### src/rtl/fury_pkg.sv
// Shared definitions for the push-button front end: button count,
// direction codes, per-channel press FSM states and a priority helper.
package fury_pkg;

   localparam int NUM_BTN = 4;

   localparam logic [1:0] DIR_UP    = 2'd0;
   localparam logic [1:0] DIR_DOWN  = 2'd1;
   localparam logic [1:0] DIR_LEFT  = 2'd2;
   localparam logic [1:0] DIR_RIGHT = 2'd3;

   // Press/repeat FSM state; HELD tracks "debounced level is high".
   typedef enum logic {
      ST_IDLE = 1'b0,
      ST_HELD = 1'b1
   } press_state_t;

   // Index of the lowest set bit; DIR_UP when no bit is set.
   function automatic logic [1:0] lowest_set(input logic [NUM_BTN-1:0] v);
      logic [1:0] idx;
      idx = DIR_UP;
      for (int i = NUM_BTN - 1; i >= 0; i--) begin
         if (v[i]) idx = 2'(i);
      end
      return idx;
   endfunction

endpackage

### src/rtl/btn_debounce_ch.sv
// One button channel: 2-FF synchroniser, counter debounce and a
// press/auto-repeat FSM. Also exports the next-cycle level and the
// initial-press strobe so the top can register direction alongside.
//
// Handshake note: there is no valid/ready pair here; o_press is a
// single-cycle strobe that downstream logic must consume on the cycle it
// is high, and o_rise/o_level_nxt are combinational previews of the value
// o_press/o_level will take at the next rising edge.
module btn_debounce_ch
   import fury_pkg::*;
#(
   parameter int DB_CYCLES     = 1_000_000,
   parameter int REPEAT_DELAY  = 25_000_000,
   parameter int REPEAT_PERIOD = 5_000_000
) (
   input  logic clk,
   input  logic rst_n,
   input  logic i_btn,
   output logic o_level,
   output logic o_press,
   output logic o_level_nxt,
   output logic o_rise
);

   localparam int CNT_W  = $clog2(DB_CYCLES + 1);
   localparam int RC_MAX = (REPEAT_DELAY > REPEAT_PERIOD) ? REPEAT_DELAY : REPEAT_PERIOD;
   localparam int RC_W   = $clog2(RC_MAX + 1);

   localparam logic [CNT_W-1:0] CNT_LAST   = CNT_W'(DB_CYCLES - 1);
   // A zero delay disables repeat; load 0 instead of wrapping below zero.
   localparam logic [RC_W-1:0]  RC_FIRST   = (REPEAT_DELAY == 0) ? '0 : RC_W'(REPEAT_DELAY - 1);
   localparam logic [RC_W-1:0]  RC_PERIOD  = RC_W'(REPEAT_PERIOD - 1);

   logic              r_sync1;
   logic              r_sync2;
   logic              r_level;
   logic [CNT_W-1:0]  r_cnt;
   press_state_t      r_state;
   logic [RC_W-1:0]   r_rc;
   logic              r_press;

   logic              w_accept;
   logic              w_level_nxt;
   logic              w_rise;

   // Two flops to bring the asynchronous button into the clock domain.
   always_ff @(posedge clk) begin
      if (!rst_n) begin
         r_sync1 <= 1'b0;
         r_sync2 <= 1'b0;
      end else begin
         r_sync1 <= i_btn;
         r_sync2 <= r_sync1;
      end
   end

   // The level flips on the DB_CYCLES-th consecutive disagreeing sample.
   assign w_accept    = (r_sync2 != r_level) && (r_cnt == CNT_LAST);
   assign w_level_nxt = w_accept ? r_sync2 : r_level;
   assign w_rise      = w_accept & r_sync2;

   // Debounce counter: any agreement clears it, acceptance reloads it.
   always_ff @(posedge clk) begin
      if (!rst_n) begin
         r_level <= 1'b0;
         r_cnt   <= '0;
      end else if (r_sync2 == r_level) begin
         r_cnt   <= '0;
      end else if (w_accept) begin
         r_level <= r_sync2;
         r_cnt   <= '0;
      end else begin
         r_cnt   <= r_cnt + CNT_W'(1);
      end
   end

   // Press/repeat FSM, stepped on the same edge the debounced level updates.
   always_ff @(posedge clk) begin
      if (!rst_n) begin
         r_state <= ST_IDLE;
         r_rc    <= '0;
         r_press <= 1'b0;
      end else begin
         r_press <= 1'b0;
         case (r_state)
            ST_IDLE: begin
               if (w_rise) begin
                  r_press <= 1'b1;
                  r_rc    <= RC_FIRST;
                  r_state <= ST_HELD;
               end
            end
            ST_HELD: begin
               if (!w_level_nxt) begin
                  r_state <= ST_IDLE;
                  r_rc    <= '0;
               end else if ((r_rc == '0) && (REPEAT_DELAY != 0)) begin
                  r_press <= 1'b1;
                  r_rc    <= RC_PERIOD;
               end else if (r_rc != '0) begin
                  r_rc    <= r_rc - RC_W'(1);
               end
            end
            default: begin
               r_state <= ST_IDLE;
               r_rc    <= '0;
            end
         endcase
      end
   end

   assign o_level     = r_level;
   assign o_press     = r_press;
   assign o_level_nxt = w_level_nxt;
   assign o_rise      = w_rise;

endmodule

### src/rtl/btn_conditioner.sv
// Four-button conditioner: per-channel sync/debounce/repeat plus a
// most-recent-press direction resolver. Every output is a flop.
module btn_conditioner
   import fury_pkg::*;
#(
   parameter int DB_CYCLES     = 1_000_000,
   parameter int REPEAT_DELAY  = 25_000_000,
   parameter int REPEAT_PERIOD = 5_000_000
) (
   input  logic               clk,
   input  logic               rst_n,
   input  logic [NUM_BTN-1:0] btn,
   output logic [NUM_BTN-1:0] btn_level,
   output logic [NUM_BTN-1:0] btn_press,
   output logic [1:0]         dir,
   output logic               dir_valid,
   output logic               pressing
);

   logic [NUM_BTN-1:0] w_level_nxt;
   logic [NUM_BTN-1:0] w_rise;
   logic [1:0]         w_dir_nxt;

   logic [1:0]         r_dir;
   logic               r_dir_valid;
   logic               r_pressing;

   for (genvar g = 0; g < NUM_BTN; g++) begin : g_ch
      btn_debounce_ch #(
         .DB_CYCLES     (DB_CYCLES),
         .REPEAT_DELAY  (REPEAT_DELAY),
         .REPEAT_PERIOD (REPEAT_PERIOD)
      ) u_ch (
         .clk         (clk),
         .rst_n       (rst_n),
         .i_btn       (btn[g]),
         .o_level     (btn_level[g]),
         .o_press     (btn_press[g]),
         .o_level_nxt (w_level_nxt[g]),
         .o_rise      (w_rise[g])
      );
   end

   // New initial presses win; otherwise fall back when the owner releases.
   always_comb begin
      w_dir_nxt = r_dir;
      if (|w_rise) begin
         w_dir_nxt = lowest_set(w_rise);
      end else if (!w_level_nxt[r_dir] && (|w_level_nxt)) begin
         w_dir_nxt = lowest_set(w_level_nxt);
      end
   end

   // Register direction and the level summaries alongside btn_level.
   always_ff @(posedge clk) begin
      if (!rst_n) begin
         r_dir       <= DIR_UP;
         r_dir_valid <= 1'b0;
         r_pressing  <= 1'b0;
      end else begin
         r_dir       <= w_dir_nxt;
         r_dir_valid <= |w_level_nxt;
         r_pressing  <= ^w_level_nxt;
      end
   end

   assign dir       = r_dir;
   assign dir_valid = r_dir_valid;
   assign pressing  = r_pressing;

endmodule

### config.mk
export PLATFORM = sky130hd
export DESIGN_NAME = btn_conditioner
export DESIGN_NICKNAME = d
export VERILOG_FILES = /design/src/rtl/fury_pkg.sv /design/src/rtl/btn_debounce_ch.sv /design/src/rtl/btn_conditioner.sv
export SDC_FILE = /design/constraint.sdc
export NUM_CORES = 1
export LEC_CHECK = 0
export ABC_AREA = 1
export CORE_UTILIZATION = 69
export DETAILED_ROUTE_END_ITERATION = 10
export DONT_BUFFER_PORTS = 1
export PLACE_DENSITY_LB_ADDON = 0.3
export SYNTH_ARGS = -nofsm -noshare
export SYNTH_HDL_FRONTEND = slang
export SYNTH_SLANG_ARGS = --single-unit
### constraint.sdc
create_clock -name clk -period 3.45 [get_ports clk]
set_clock_uncertainty 0.05 [all_clocks]
set_input_delay 0.345 -clock clk [delete_from_list [all_inputs] [get_ports clk]]
set_output_delay 0.345 -clock clk [all_outputs]
set_load 0.02 [all_outputs]
==> results.md <==
Pwr:
- The clock network is responsible for between 40% and 50% of the overall power.
- For this design the static power due to leakage is 5.11 nW.
- The analysis attributes to net switching a power of ~970 uW.
- The proportion of power drawn by flip-flops and latches is between 50 and 60%.
- The maximum ir drop on the vdd rail is 404 uV.
- The combinational cell fraction of total power is about 1.2%.
- The internal power is 3.61 mW.
- The power density of the placed cells is around 380 nW/um^2.
- In this run switching power makes up a little over a fifth of total power.

Route:
- For this block, the initial DRC count from the detailed router was 892.
- The final layout contains routed wiring with a total length of approximately 27 mm.
- The total via count in the routed design is 10,800.
- The number of iterations in the first detailed-routing pass is 5.
- The mean number of vias per cell is 5.73.
- In the routed design, unresolved DRC markers number 0.
- After detailed routing, the average wire length per cell comes to roughly 14 um.
- The detail route stage leaves a number of antenna-violating nets equal to 0.

Synthesis:
- The average size of a mapped cell is roughly 6.8 um^2.
- The number of flip-flops and latches in the synthesized netlist is roughly 200.
- The synthesized netlist net count is 1,684.
- Synthesis produced 1,666 cells.
- Of the synthesized area, sequential elements account for 36.0%.
- The number of enable flip-flop cells after synthesis is 0.
- The total standard cell area after synthesis is approximately 11,000 um^2.
- The netlist uses between 50 and 60 different library cells.
- The fraction of synthesis flops using an asynchronous set or reset pin is 0%.
- During synthesis, Yosys emitted a total of 0 warnings.
- For this run, the leading register cell type out of synthesis is dfxtp_1.

Timing:
- The worst pin sits at a relative slew slack of between 20% and 30%.
- Setup total negative slack on the finished layout was measured at 0 ps.
- The smallest clock period supported by the final layout is computed as 2330 ps.
- The final hold violation count is 0.
- For the pin with the worst max-slew slack, the measured transition is about 1200 ps.
- Setup violations remaining at the end of the flow were counted as 0.
- Setup repair after global routing left no endpoint under its margin.
- The achievable frequency is approximately 430 MHz.
- The period utilization is between 60% and 70%.
- The final max-slew violation count is 0.
- The worst hold slack is around 7.7 ps.

Cells and area:
- The count of nets after finishing is between 1,500 and 2,000.
- In the layout the commonest cells are nand2_1 (321), nor2_1 (250), inv_1 (225).
- The number of antenna diodes in the final layout is 0.
- The core occupancy in the finished layout is 76.0%.
- In the final layout, the share of cells above drive strength 1 is under 10%.
- Leaving out fill and tap cells, the most frequent cell in the layout is nand2_1.
- Relative to the synthesized area, the layout overhead comes to 6.82%.

Die:
- Once the floorplan was initialized, standard cells occupied roughly 71% of the core.
- The die footprint is about 17,000 um^2.
- The y dimension of the die is between 100 and 150 um.
- The core region is 15,900 um^2.
- The standard-cell row count is 46.
- The die boundary width is roughly 130 um.
- Pin placement for this block handled 18 I/O pins.

CTS:
- Clock-pin slew was measured on the worst setup and hold paths at 60 ps.
- The clock buffer count from CTS is 23.
- The count of hold-fix buffers inserted at cts is 6.
- The number of resized instances in the post-cts repair step is 0.
- The clock latency reported for the late side of the worst-skew pair is between 500 and 600 ps.
- The CTS sink count is between 200 and 250.
- In this run the post-CTS setup repair buffer count came out at 0.
- The CTS root buffer is clkbuf_16.
- The worst-case clock buffer depth is 3.
- The clock tree from TritonCTS is done.
- In this run the number of H-tree levels came out at 1.

Placed design:
- The count of buffers inserted at the top-level ports is 0.
- The final HPWL from detailed placement is between 15 and 20 mm.
- The congestion estimate from routability-driven global placement came to roughly 0.93.

Setup path:
- Along the worst path, the maximum fanout reaches 14.
- The reg-to-reg critical path endpoint is g_ch[1].u_ch.r_rc[18].
- Data arrives at the worst endpoint at around 2700 ps.
- The required time reported for the critical path endpoint is ~3800 ps.
- The type of the worst setup path is reg2reg.
- The startpoint class of the critical path is a flip-flop.
- In this run the critical register-to-register path is launched from g_ch[1].u_ch.r_cnt[0].
- The depth of the most critical reg-to-reg path is 9.
- The capturing element type of the critical path is a flip-flop.
- In this run the register-to-register setup slack is roughly 1100 ps.

Global routing:
- Global routing used about a third of the available tracks across all layers.
- The overall overflow remaining after global route is 0.
- Entering global routing, the biggest net connects 53 pins.
- The number of global-route vias before repair is around 10,000.
- The initial antenna violation count is 0.
- The wire length of the first global-routing pass is between 40 and 50 mm.

Min path:
- The classification of the worst-slack hold path is in2reg.
- For hold timing, the worst endpoint is g_ch[2].u_ch.r_rc[19].
- The launch point of the worst hold path is rst_n.
- Counting instances, the worst hold path has a depth of 4.

Flow run:
- The number of max-capacitance violations reported is 0.

Run status:
- The run finished with clean final reports.
[registers in the layout, indices dropped and copies added, names as in the netlist]
signal and count:
g_ch.u_ch.o_level 4, dir 2, g_ch.u_ch.o_press 4, dir_valid 1
g_ch.u_ch.r_cnt 80, pressing 1, g_ch.u_ch.r_state 4, g_ch.u_ch.r_sync1 4
g_ch.u_ch.r_sync2 4, g_ch.u_ch.r_rc 100
[metal layers]
metal / share of wire, % / vias up / global-route usage, % / wire [um]
met5: 0 / - / 0 / 0
met3: 6.9 / 79 / 5.86 / 1840
li1: - / 5365 / - / -
met1: 43 / 5011 / 37.9 / 11300
met4: 3.4 / 0 / 14.5 / 896
met2: 47 / 350 / 54.9 / 12500
[cell type report]
class,instances,area (um^2)
clock buffer,30,612
clock inverter,6,30.0
fill,1217,3820
inverter,237,891
multi-input combinational,1185,6150
sequential,204,4080
tap,216,270
timing repair buffer,9,82.6
[power groups by stage]
stage	logic, mW	clock network (mW)	registers [mW]
finish	0.0567	2.16	2.37
global route	0.0618	2.28	2.36
CTS	0.0561	2.18	2.37
detailed placement	0.0453	0	2.42
global placement	0.0448	0	2.42
floorplan	0.0396	0	2.42
[metrics by stage]
step | power [mW] | area, um^2 | instances | worst slack (ps)
2_1_floorplan | 2.46 | 11300 | 1666 | 1580
3_3_place_gp | 2.46 | 11400 | 1845 | 1290
3_5_place_dp | 2.46 | 11400 | 1845 | 1230
4_1_cts | 4.60 | 12100 | 1887 | 1150
5_1_grt | 4.71 | 12100 | 1887 | 868
6_report | 4.58 | 12100 | 1887 | 1120
[critical path, cell delays in order (launching register included)]
cell	delay [ps]
dfxtp_1	350
ha_1	180
nand2_1	70
inv_1	70
nand2_1	100
nor4_1	320
nand4_1	640
nand3_1	300
nand2_1	80
inv_1	110
[worst max-delay path by stage]
stage / startpoint / end / depth (start not counted)
2_1_floorplan: g_ch[3].u_ch.r_cnt[0] / dir[0] / 13
3_3_place_gp: g_ch[0].u_ch.r_cnt[0] / g_ch[0].u_ch.r_rc[24] / 11
3_5_place_dp: g_ch[0].u_ch.r_cnt[0] / g_ch[0].u_ch.r_rc[24] / 11
4_1_cts: g_ch[1].u_ch.r_cnt[0] / g_ch[1].u_ch.r_rc[18] / 9
5_1_grt: g_ch[1].u_ch.r_cnt[0] / g_ch[1].u_ch.r_rc[14] / 9
6_report: g_ch[1].u_ch.r_cnt[0] / g_ch[1].u_ch.r_rc[18] / 9
[cells in the mapped netlist, types with 2 or more instances]
| cell | n | share of area [%] |
|---|---|---|
| and3_1 | 2 | 0.11 |
| or2_2 | 7 | 0.39 |
| a211oi_1 | 2 | 0.13 |
| nor3b_1 | 12 | 0.79 |
| nor4_1 | 13 | 0.72 |
| clkinv_1 | 2 | 0.066 |
| a21oi_2 | 9 | 0.69 |
| dfxtp_1 | 204 | 36 |
| a21oi_1 | 97 | 4.3 |
| buf_1 | 2 | 0.066 |
| nand3_2 | 7 | 0.62 |
| nand3_1 | 107 | 4.7 |
| o21ai_0 | 55 | 2.4 |
| nor3_1 | 50 | 2.2 |
| xor2_1 | 50 | 3.9 |
| clkbuf_1 | 18 | 0.60 |
| nand3b_1 | 7 | 0.46 |
| nand2_2 | 10 | 0.55 |
| nand4_1 | 38 | 2.1 |
| o21bai_1 | 5 | 0.33 |
| o21a_1 | 10 | 0.66 |
| buf_2 | 7 | 0.31 |
| nor2_2 | 19 | 1.0 |
| a31oi_1 | 33 | 1.8 |
| nor2_4 | 6 | 0.60 |
| o211ai_1 | 8 | 0.53 |
| xnor2_1 | 30 | 2.3 |
| nor2_1 | 250 | 8.3 |
| nand4_2 | 3 | 0.33 |
| inv_1 | 225 | 7.4 |
| nor3_2 | 4 | 0.35 |
| nand2_4 | 3 | 0.30 |
| nand2_1 | 321 | 11 |
| buf_6 | 4 | 0.40 |
| inv_2 | 10 | 0.33 |
| buf_4 | 9 | 0.60 |
| ha_1 | 12 | 1.3 |
| nor3_4 | 2 | 0.29 |
[cell families (layout without fill, tap and decap cells)]
| family | after synthesis | count (layout) | synth area share [%] |
|---|---|---|---|
| adders and majority gates | 12 | 12 | 1.32 |
| and+or+nand+nor | 866 | 866 | 35.1 |
| buffers and inverters | 277 | 282 | 9.80 |
| xor gates and xnor gates | 80 | 80 | 6.18 |
| DFF | 204 | 204 | 36.0 |
| AOI/OAI and AO/OA | 227 | 227 | 11.6 |
Note: power is estimated with default switching activity, not from simulation.
